[config.mk]
export PLATFORM = sky130hd
export DESIGN_NAME = multicycle_control
export DESIGN_NICKNAME = d
export VERILOG_FILES = /design/src/rtl/multicycle_control.sv
export SDC_FILE = /design/constraint.sdc
export NUM_CORES = 1
export LEC_CHECK = 0
export CAP_MARGIN = 10
export CORE_UTILIZATION = 35
export CTS_BUF_LIST = sky130_fd_sc_hd__clkbuf_4
export DETAILED_ROUTE_END_ITERATION = 6
export PLACE_DENSITY = 0.74
export SLEW_MARGIN = 10
export SYNTH_ARGS = -nofsm -noshare
export SYNTH_HDL_FRONTEND = slang
export SYNTH_SLANG_ARGS = --single-unit
[constraint.sdc]
create_clock -name clk -period 1.4 [get_ports clk]
set_input_delay 0.28 -clock clk [delete_from_list [all_inputs] [get_ports clk]]
set_output_delay 0.28 -clock clk [all_outputs]
set_load 0.05 [all_outputs]
[src/rtl/multicycle_control.sv]
// Main control FSM for the multicycle MIPS datapath: fetch/decode/execute/memory/writeback sequencing.
// Optional trap on unknown opcodes is enabled by defining MULTICYCLE_ILLEGAL_TRAP_EN.
module multicycle_control #(
  parameter int unsigned OP_W    = 6,
  parameter int unsigned STATE_W = 4
) (
  input  logic               clk,
  input  logic               reset_n,
  input  logic [OP_W-1:0]    opcode,
  input  logic               mem_ready,
  output logic               pc_write,
  output logic               pc_write_cond,
  output logic               i_or_d,
  output logic               mem_read,
  output logic               mem_write,
  output logic               ir_write,
  output logic               mem_to_reg,
  output logic [1:0]         pc_source,
  output logic [2:0]         alu_op,
  output logic               alu_src_a,
  output logic [1:0]         alu_src_b,
  output logic               reg_write,
  output logic               reg_dst,
  output logic               illegal_op,
  output logic [STATE_W-1:0] state_dbg
);

  typedef enum logic [3:0] {
    S_FETCH   = 4'd0,
    S_DECODE  = 4'd1,
    S_MEMADR  = 4'd2,
    S_MEMRD   = 4'd3,
    S_MEMWB   = 4'd4,
    S_MEMWR   = 4'd5,
    S_RTYPEEX = 4'd6,
    S_RTYPEWB = 4'd7,
    S_BEQEX   = 4'd8,
    S_ADDIEX  = 4'd9,
    S_ANDIEX  = 4'd10,
    S_ORIEX   = 4'd11,
    S_IMMWB   = 4'd12,
    S_JEX     = 4'd13,
    S_TRAP    = 4'd14,
    S_UNUSED  = 4'd15
  } state_e;

  localparam logic [OP_W-1:0] OP_R    = OP_W'(6'b000000);
  localparam logic [OP_W-1:0] OP_LW   = OP_W'(6'b100011);
  localparam logic [OP_W-1:0] OP_SW   = OP_W'(6'b101011);
  localparam logic [OP_W-1:0] OP_BEQ  = OP_W'(6'b000100);
  localparam logic [OP_W-1:0] OP_ADDI = OP_W'(6'b001000);
  localparam logic [OP_W-1:0] OP_ANDI = OP_W'(6'b001100);
  localparam logic [OP_W-1:0] OP_ORI  = OP_W'(6'b001101);
  localparam logic [OP_W-1:0] OP_J    = OP_W'(6'b000010);

  state_e state_q, state_d;

  always_comb begin
    state_d = state_q;
    unique case (state_q)
      S_FETCH:  if (mem_ready) state_d = S_DECODE;
      S_DECODE: begin
        unique case (opcode)
          OP_LW, OP_SW: state_d = S_MEMADR;
          OP_R:         state_d = S_RTYPEEX;
          OP_BEQ:       state_d = S_BEQEX;
          OP_ADDI:      state_d = S_ADDIEX;
          OP_ANDI:      state_d = S_ANDIEX;
          OP_ORI:       state_d = S_ORIEX;
          OP_J:         state_d = S_JEX;
`ifdef MULTICYCLE_ILLEGAL_TRAP_EN
          default:      state_d = S_TRAP;
`else
          default:      state_d = S_FETCH;
`endif
        endcase
      end
      S_MEMADR:  state_d = (opcode == OP_LW) ? S_MEMRD : S_MEMWR;
      S_MEMRD:   if (mem_ready) state_d = S_MEMWB;
      S_MEMWB:   state_d = S_FETCH;
      S_MEMWR:   if (mem_ready) state_d = S_FETCH;
      S_RTYPEEX: state_d = S_RTYPEWB;
      S_RTYPEWB: state_d = S_FETCH;
      S_BEQEX:   state_d = S_FETCH;
      S_ADDIEX, S_ANDIEX, S_ORIEX: state_d = S_IMMWB;
      S_IMMWB:   state_d = S_FETCH;
      S_JEX:     state_d = S_FETCH;
`ifdef MULTICYCLE_ILLEGAL_TRAP_EN
      S_TRAP:    state_d = S_TRAP;
`else
      S_TRAP:    state_d = S_FETCH;
`endif
      default:   state_d = S_FETCH;
    endcase
  end

  always_ff @(posedge clk or negedge reset_n) begin
    if (!reset_n) state_q <= S_FETCH;
    else          state_q <= state_d;
  end

  // Outputs decode the state directly so FETCH can follow mem_ready in the same cycle;
  // reset gates the enables because the state already reads FETCH during reset.
  always_comb begin
    pc_write      = 1'b0;
    pc_write_cond = 1'b0;
    i_or_d        = 1'b0;
    mem_read      = 1'b0;
    mem_write     = 1'b0;
    ir_write      = 1'b0;
    mem_to_reg    = 1'b0;
    pc_source     = '0;
    alu_op        = '0;
    alu_src_a     = 1'b0;
    alu_src_b     = '0;
    reg_write     = 1'b0;
    reg_dst       = 1'b0;
    illegal_op    = 1'b0;
    unique case (state_q)
      S_FETCH: begin
        mem_read  = 1'b1;
        alu_src_b = 2'b01;
        alu_op    = 3'b010;
        ir_write  = mem_ready;
        pc_write  = mem_ready;
      end
      S_DECODE: begin
        alu_src_b = 2'b11;
        alu_op    = 3'b010;
      end
      S_MEMADR: begin
        alu_src_a = 1'b1;
        alu_src_b = 2'b10;
        alu_op    = 3'b010;
      end
      S_MEMRD: begin
        mem_read = 1'b1;
        i_or_d   = 1'b1;
      end
      S_MEMWB: begin
        reg_write  = 1'b1;
        mem_to_reg = 1'b1;
      end
      S_MEMWR: begin
        mem_write = 1'b1;
        i_or_d    = 1'b1;
      end
      S_RTYPEEX: begin
        alu_src_a = 1'b1;
        alu_op    = 3'b100;
      end
      S_RTYPEWB: begin
        reg_write = 1'b1;
        reg_dst   = 1'b1;
      end
      S_BEQEX: begin
        alu_src_a     = 1'b1;
        alu_op        = 3'b011;
        pc_write_cond = 1'b1;
        pc_source     = 2'b01;
      end
      S_ADDIEX, S_ANDIEX, S_ORIEX: begin
        alu_src_a = 1'b1;
        alu_src_b = 2'b10;
        alu_op    = (state_q == S_ADDIEX) ? 3'b010 :
                    (state_q == S_ANDIEX) ? 3'b000 : 3'b001;
      end
      S_IMMWB: reg_write = 1'b1;
      S_JEX: begin
        pc_write  = 1'b1;
        pc_source = 2'b10;
      end
`ifdef MULTICYCLE_ILLEGAL_TRAP_EN
      S_TRAP: illegal_op = 1'b1;
`endif
      default: ;
    endcase
    if (!reset_n) begin
      pc_write      = 1'b0;
      pc_write_cond = 1'b0;
      ir_write      = 1'b0;
      reg_write     = 1'b0;
      mem_write     = 1'b0;
      mem_read      = 1'b0;
      illegal_op    = 1'b0;
    end
  end

  assign state_dbg = STATE_W'(state_q);

endmodule

==> run_results.csv, run 1 <==
group,metric,value,unit
yosys,synth_commonest_cells,"nor2_1 (10), buf_2 (5), nand2_1 (5)",
yosys,synthCells,78,
placement,port_buffers,29,
yosys,syn-cell-area,568.0,um2
clock_tree,ctsHtreeMaxLevel,1,
floorplanning,num_rows,14,
yosys,synth_top_area_cell,"dfrtp_1",
yosys,yosys_warnings,0,
yosys,ys.flop_type,"dfrtp_1",
yosys,synth-edff-count,0,
floorplanning,chipHeight,42.29,um
clock_tree,cts.sinks,4,
clock_tree,ctsResizeCount,34,
clock_tree,post-cts-setup-buffers,11,
clock_tree,cts.hold.buffers_added,0,
yosys,synthDistinctLibCells,38,
yosys,synth_area_leaders,"dfrtp_1 (18%), nor2_1 (6.6%), and4b_1 (5.3%)",
status,error,"[ERROR DPL-0038] Utilization greater than 100%, impossible to legalize",
floorplanning,start_util,37.71,%
clock_tree,cts_root_buf,"clkbuf_4",
yosys,ys_ff_latch,4,
clock_tree,clockBufferDepth,2,
floorplanning,die_x,42.29,um
yosys,netlist.area_leader.share,17.62,%
yosys,avgSynthCellArea,7.283,um2
status,failing_step,"clock tree synthesis",
yosys,yosysMostFrequentCell,"nor2_1",
floorplanning,io_pins,31,
placement,dp_hpwl,2295,um
status,status,"aborted with a tool error",
clock_tree,cts_buffers,3,
yosys,syn_nets,87,
placement,gp_congestion,0.9369,
yosys,async_reset_ff_share,100.0,%
yosys,synth-seq-area-share,17.62,%
## cells by family after synthesis
| family | share of synthesized area (%) |
|---|---|
| other cells | 0.6602 |
| simple gates | 42.95 |
| flops | 17.62 |
| compound gates | 26.43 |
| buf+inv | 7.707 |
| xor+xnor | 4.626 |
## metrics by stage
| step | setup WS (ns) | util, % | cells | hold WS [ns] | instance area (um2) |
|---|---|---|---|---|---|
| after detailed placement | -0.3944 | 94.52 | 146 | 0.6944 | 1424 |
| after global placement | -0.3082 | 94.52 | 146 | 0.6800 | 1424 |
| after floorplan | -0.5518 | - | 78 | -0.01559 | 724.4 |
==> run 2: changes to the inputs <==
Settings changed: CORE_AREA set to 2 2 63 65, CORE_UTILIZATION 35 to not set, CTS_BUF_LIST sky130_fd_sc_hd__clkbuf_4 to not set, DIE_AREA set to 0 0 65 67, PLACE_DENSITY 0.74 to not set, PLACE_DENSITY_LB_ADDON set to 0.15.
Clock period 1.4 ns to 1.8 ns, I/O delays scaled along.
==> run_results.csv, run 2 <==
group,metric,value,unit
finish,area_growth,158.8,%
yosys,syn_nets,87,
floorplanning,io_pins,31,
pwr,ir_drop,321.2,uV
pwr,p_sw_share,46.76,%
yosys,async_reset_ff_share,100.0,%
finish,largest_reg_flops,4,
pwr,p_switching,0.7502,mW
yosys,synth_top_area_cell,"dfrtp_1",
route,first_pass_iters,4,
finish,nets,139,
route,drtAntennaViolNets,0,
global_route,antenna_found_initial,0,
pwr,leakagePower,0.6198,nW
timing,whs,0.1627,ns
yosys,ys.flop_type,"dfrtp_1",
floorplanning,start_util,15.75,%
critical_path,cp_max_fo,5,
critical_path,required,1.44,ns
floorplanning,die_x,65,um
clock_tree,cts.sinks,4,
finish,final_util,40.77,%
yosys,synthDistinctLibCells,38,
pwr,cellPowerDensity,1091,mW/mm2
placement,placed_area,0.001301,mm2
finish,mostFrequentLayoutCell,"buf_4",
critical_path,setup.worst_path.start_class,"input pin",
floorplanning,core_area,0.003606,mm2
worst_hold_path,hp-class,"input pin to asynchronous set/reset pin",
yosys,yosys_warnings,0,
global_route,grt_pass1_vias,743,
clock_tree,cts_tree,"yes",
route,num_vias,778,
placement,dp.cells,161,
global_route,grt_remaining_overflow,0,
global_route,grt.total_usage,10.52,%
status,status,"finished clean",
timing,hold_viol_final,0,
floorplanning,num_rows,22,
timing,rsz0062_at_grt,"true",
yosys,avgSynthCellArea,7.283,um2
critical_path,rrSetupSlack,0.20,ns
yosys,syn-cell-area,568.0,um2
timing,period_needed,1.778,ns
finish,diodes,0,
placement,gp_congestion,0.7814,
critical_path,slowest_stage,"clkdlybuf4s50_1",
critical_path,arrival,1.42,ns
clock_tree,ctsHtreeMaxLevel,1,
pwr,intPower,0.8541,mW
clock_tree,cts.clk_slew.worst_paths,0.03,ns
finish,most-common-layout-cells,"buf_4 (24), buf_12 (21), clkdlybuf4s50_1 (7), nand2_1 (5), nor2_4 (5)",
pwr,p_clk_share,11.7,%
critical_path,reg2reg_from,"state_dbg[3]$_DFFE_PN0P_",
critical_path,path_cells,"clkdlybuf4s50_1 > and4_4 > a21o_4 > buf_12",
critical_path,crit_end,"pc_write",
clock_tree,clockBufferDepth,2,
finish,fillCellCount,367,
yosys,netlist.area_leader.share,17.62,%
yosys,ys_ff_latch,4,
route,drtIter0Drc,17,
clock_tree,cts_root_buf,"clkbuf_8",
flow_run,cap_violations,0,
critical_path,worstSetupStartpoint,"mem_ready",
critical_path,path_class,"input pin to primary output",
route,wl_per_cell,12.59,um
finish,layout-drive-gt1-share,60.94,%
finish,design_area,0.001470,mm2
yosys,synth-seq-area-share,17.62,%
yosys,synth_commonest_cells,"nor2_1 (10), buf_2 (5), nand2_1 (5)",
finish,finalNonFillerCells,176,
pwr,finalPower,1.604,mW
yosys,synth-edff-count,0,
global_route,grt_pass1_wl,3532,um
timing,slew_viol_final,0,
critical_path,reg2regPathDepth,5,
timing,fin_crit_sh,98.80,%
timing,fmax,562.3,MHz
pwr,pwr-share-seq,9.4,%
pwr,comb_power_share,78.9,%
timing,skew,0.004957,ns
route,drc_errors,0,
route,vias_per_cell,4.420,
critical_path,rr_endpoint,"state_dbg[2]$_DFFE_PN0P_",
global_route,grt_max_degree,15,
yosys,yosysMostFrequentCell,"nor2_1",
clock_tree,clk_latency,0.22,ns
clock_tree,cts_buffers,3,
timing,final-setup-viol-count,0,
floorplanning,die-area,0.004355,mm2
critical_path,cp-end-kind,"primary output",
placement,port_buffers,29,
floorplanning,chipHeight,67,um
route,wl,2215,um
yosys,synth_area_leaders,"dfrtp_1 (18%), nor2_1 (6.6%), and4b_1 (5.3%)",
critical_path,critPathMaxStageDelay,0.55,ns
yosys,synthCells,78,
placement,dp_hpwl,1692,um
==> run 2: cell counts after synthesis <==
No cell type changed its count.
==> run 2: area by class of cell <==
class                   count  area, um2  share of cell area, %
repair buffers             55      705.7                  48.00
multi-input cells          65      554.3                  37.70
flip-flops and latches      4      105.1                  7.149
well taps                  48      60.06                  4.085
clock buffers               3      41.29                  2.809
inverters                   1      3.754                 0.2553
==> run 2: critical path, delay by kind of cell <==
| family | cells | cell delay, ns |
|---|---|---|
| simple gates | 1 | 0.28 |
| compound gates | 1 | 0.10 |
| buf+inv | 2 | 0.67 |
==> run 2: routing by layer <==
layer  routed length, um  part of all wire [%]  GRT usage (%)
met5                   0                     0              0
met4                   0                     0          2.394
met3                 102                   4.6          2.534
met2                1102                    50          18.04
met1                1009                    46          13.25
==> run 2: stage by stage <==
step                        TNS [ns]  setup WS (ns)
final                              0        0.02168
after global routing      -0.0009239     -0.0009239
after CTS                          0      0.0001449
after detailed placement     -0.1081       -0.06689
after global placement      -0.03068       -0.03068
after floorplan              -0.7988        -0.2321
==> run 2: worst min-delay path by stage <==
stage / slack, ns / depth (start not counted) / endpoint
after floorplan: 0.06 / 0 / state_dbg[0]$_DFFE_PN0P_
after global placement: 0.70 / 2 / state_dbg[0]$_DFFE_PN0P_
after detailed placement: 0.68 / 2 / state_dbg[0]$_DFFE_PN0P_
after CTS: 0.56 / 2 / state_dbg[0]$_DFFE_PN0P_
after global routing: 0.19 / 2 / state_dbg[0]$_DFFE_PN0P_
final: 0.16 / 2 / state_dbg[0]$_DFFE_PN0P_
==> run 2: repair_timing <==
item	in CTS	in global routing
hold buffers	0	0
pin swaps	0	2
endpoints found under the setup margin	3	5
buffers inserted	7	5
resized for setup	1	9
==> run 2: cell families after synthesis <==
kind of cell | after synthesis | synth area share, %
and+or+nand+nor | 41 | 42.95
AOI/OAI and AO/OA | 20 | 26.43
buffers and inverters | 9 | 7.707
DFF | 4 | 17.62
xor gates and xnor gates | 3 | 4.626
other | 1 | 0.6602
==> run 2: power groups by stage <==
stage / clock (mW) / sequential [mW] / combinational [mW]
floorplan: 0 / 0.197 / 0.620
global placement: 0 / 0.182 / 1.14
detailed placement: 0 / 0.184 / 1.14
CTS: 0.192 / 0.150 / 1.23
global route: 0.202 / 0.156 / 1.32
finish: 0.187 / 0.151 / 1.27
No activity file was read; power rests on OpenSTA's default activity.
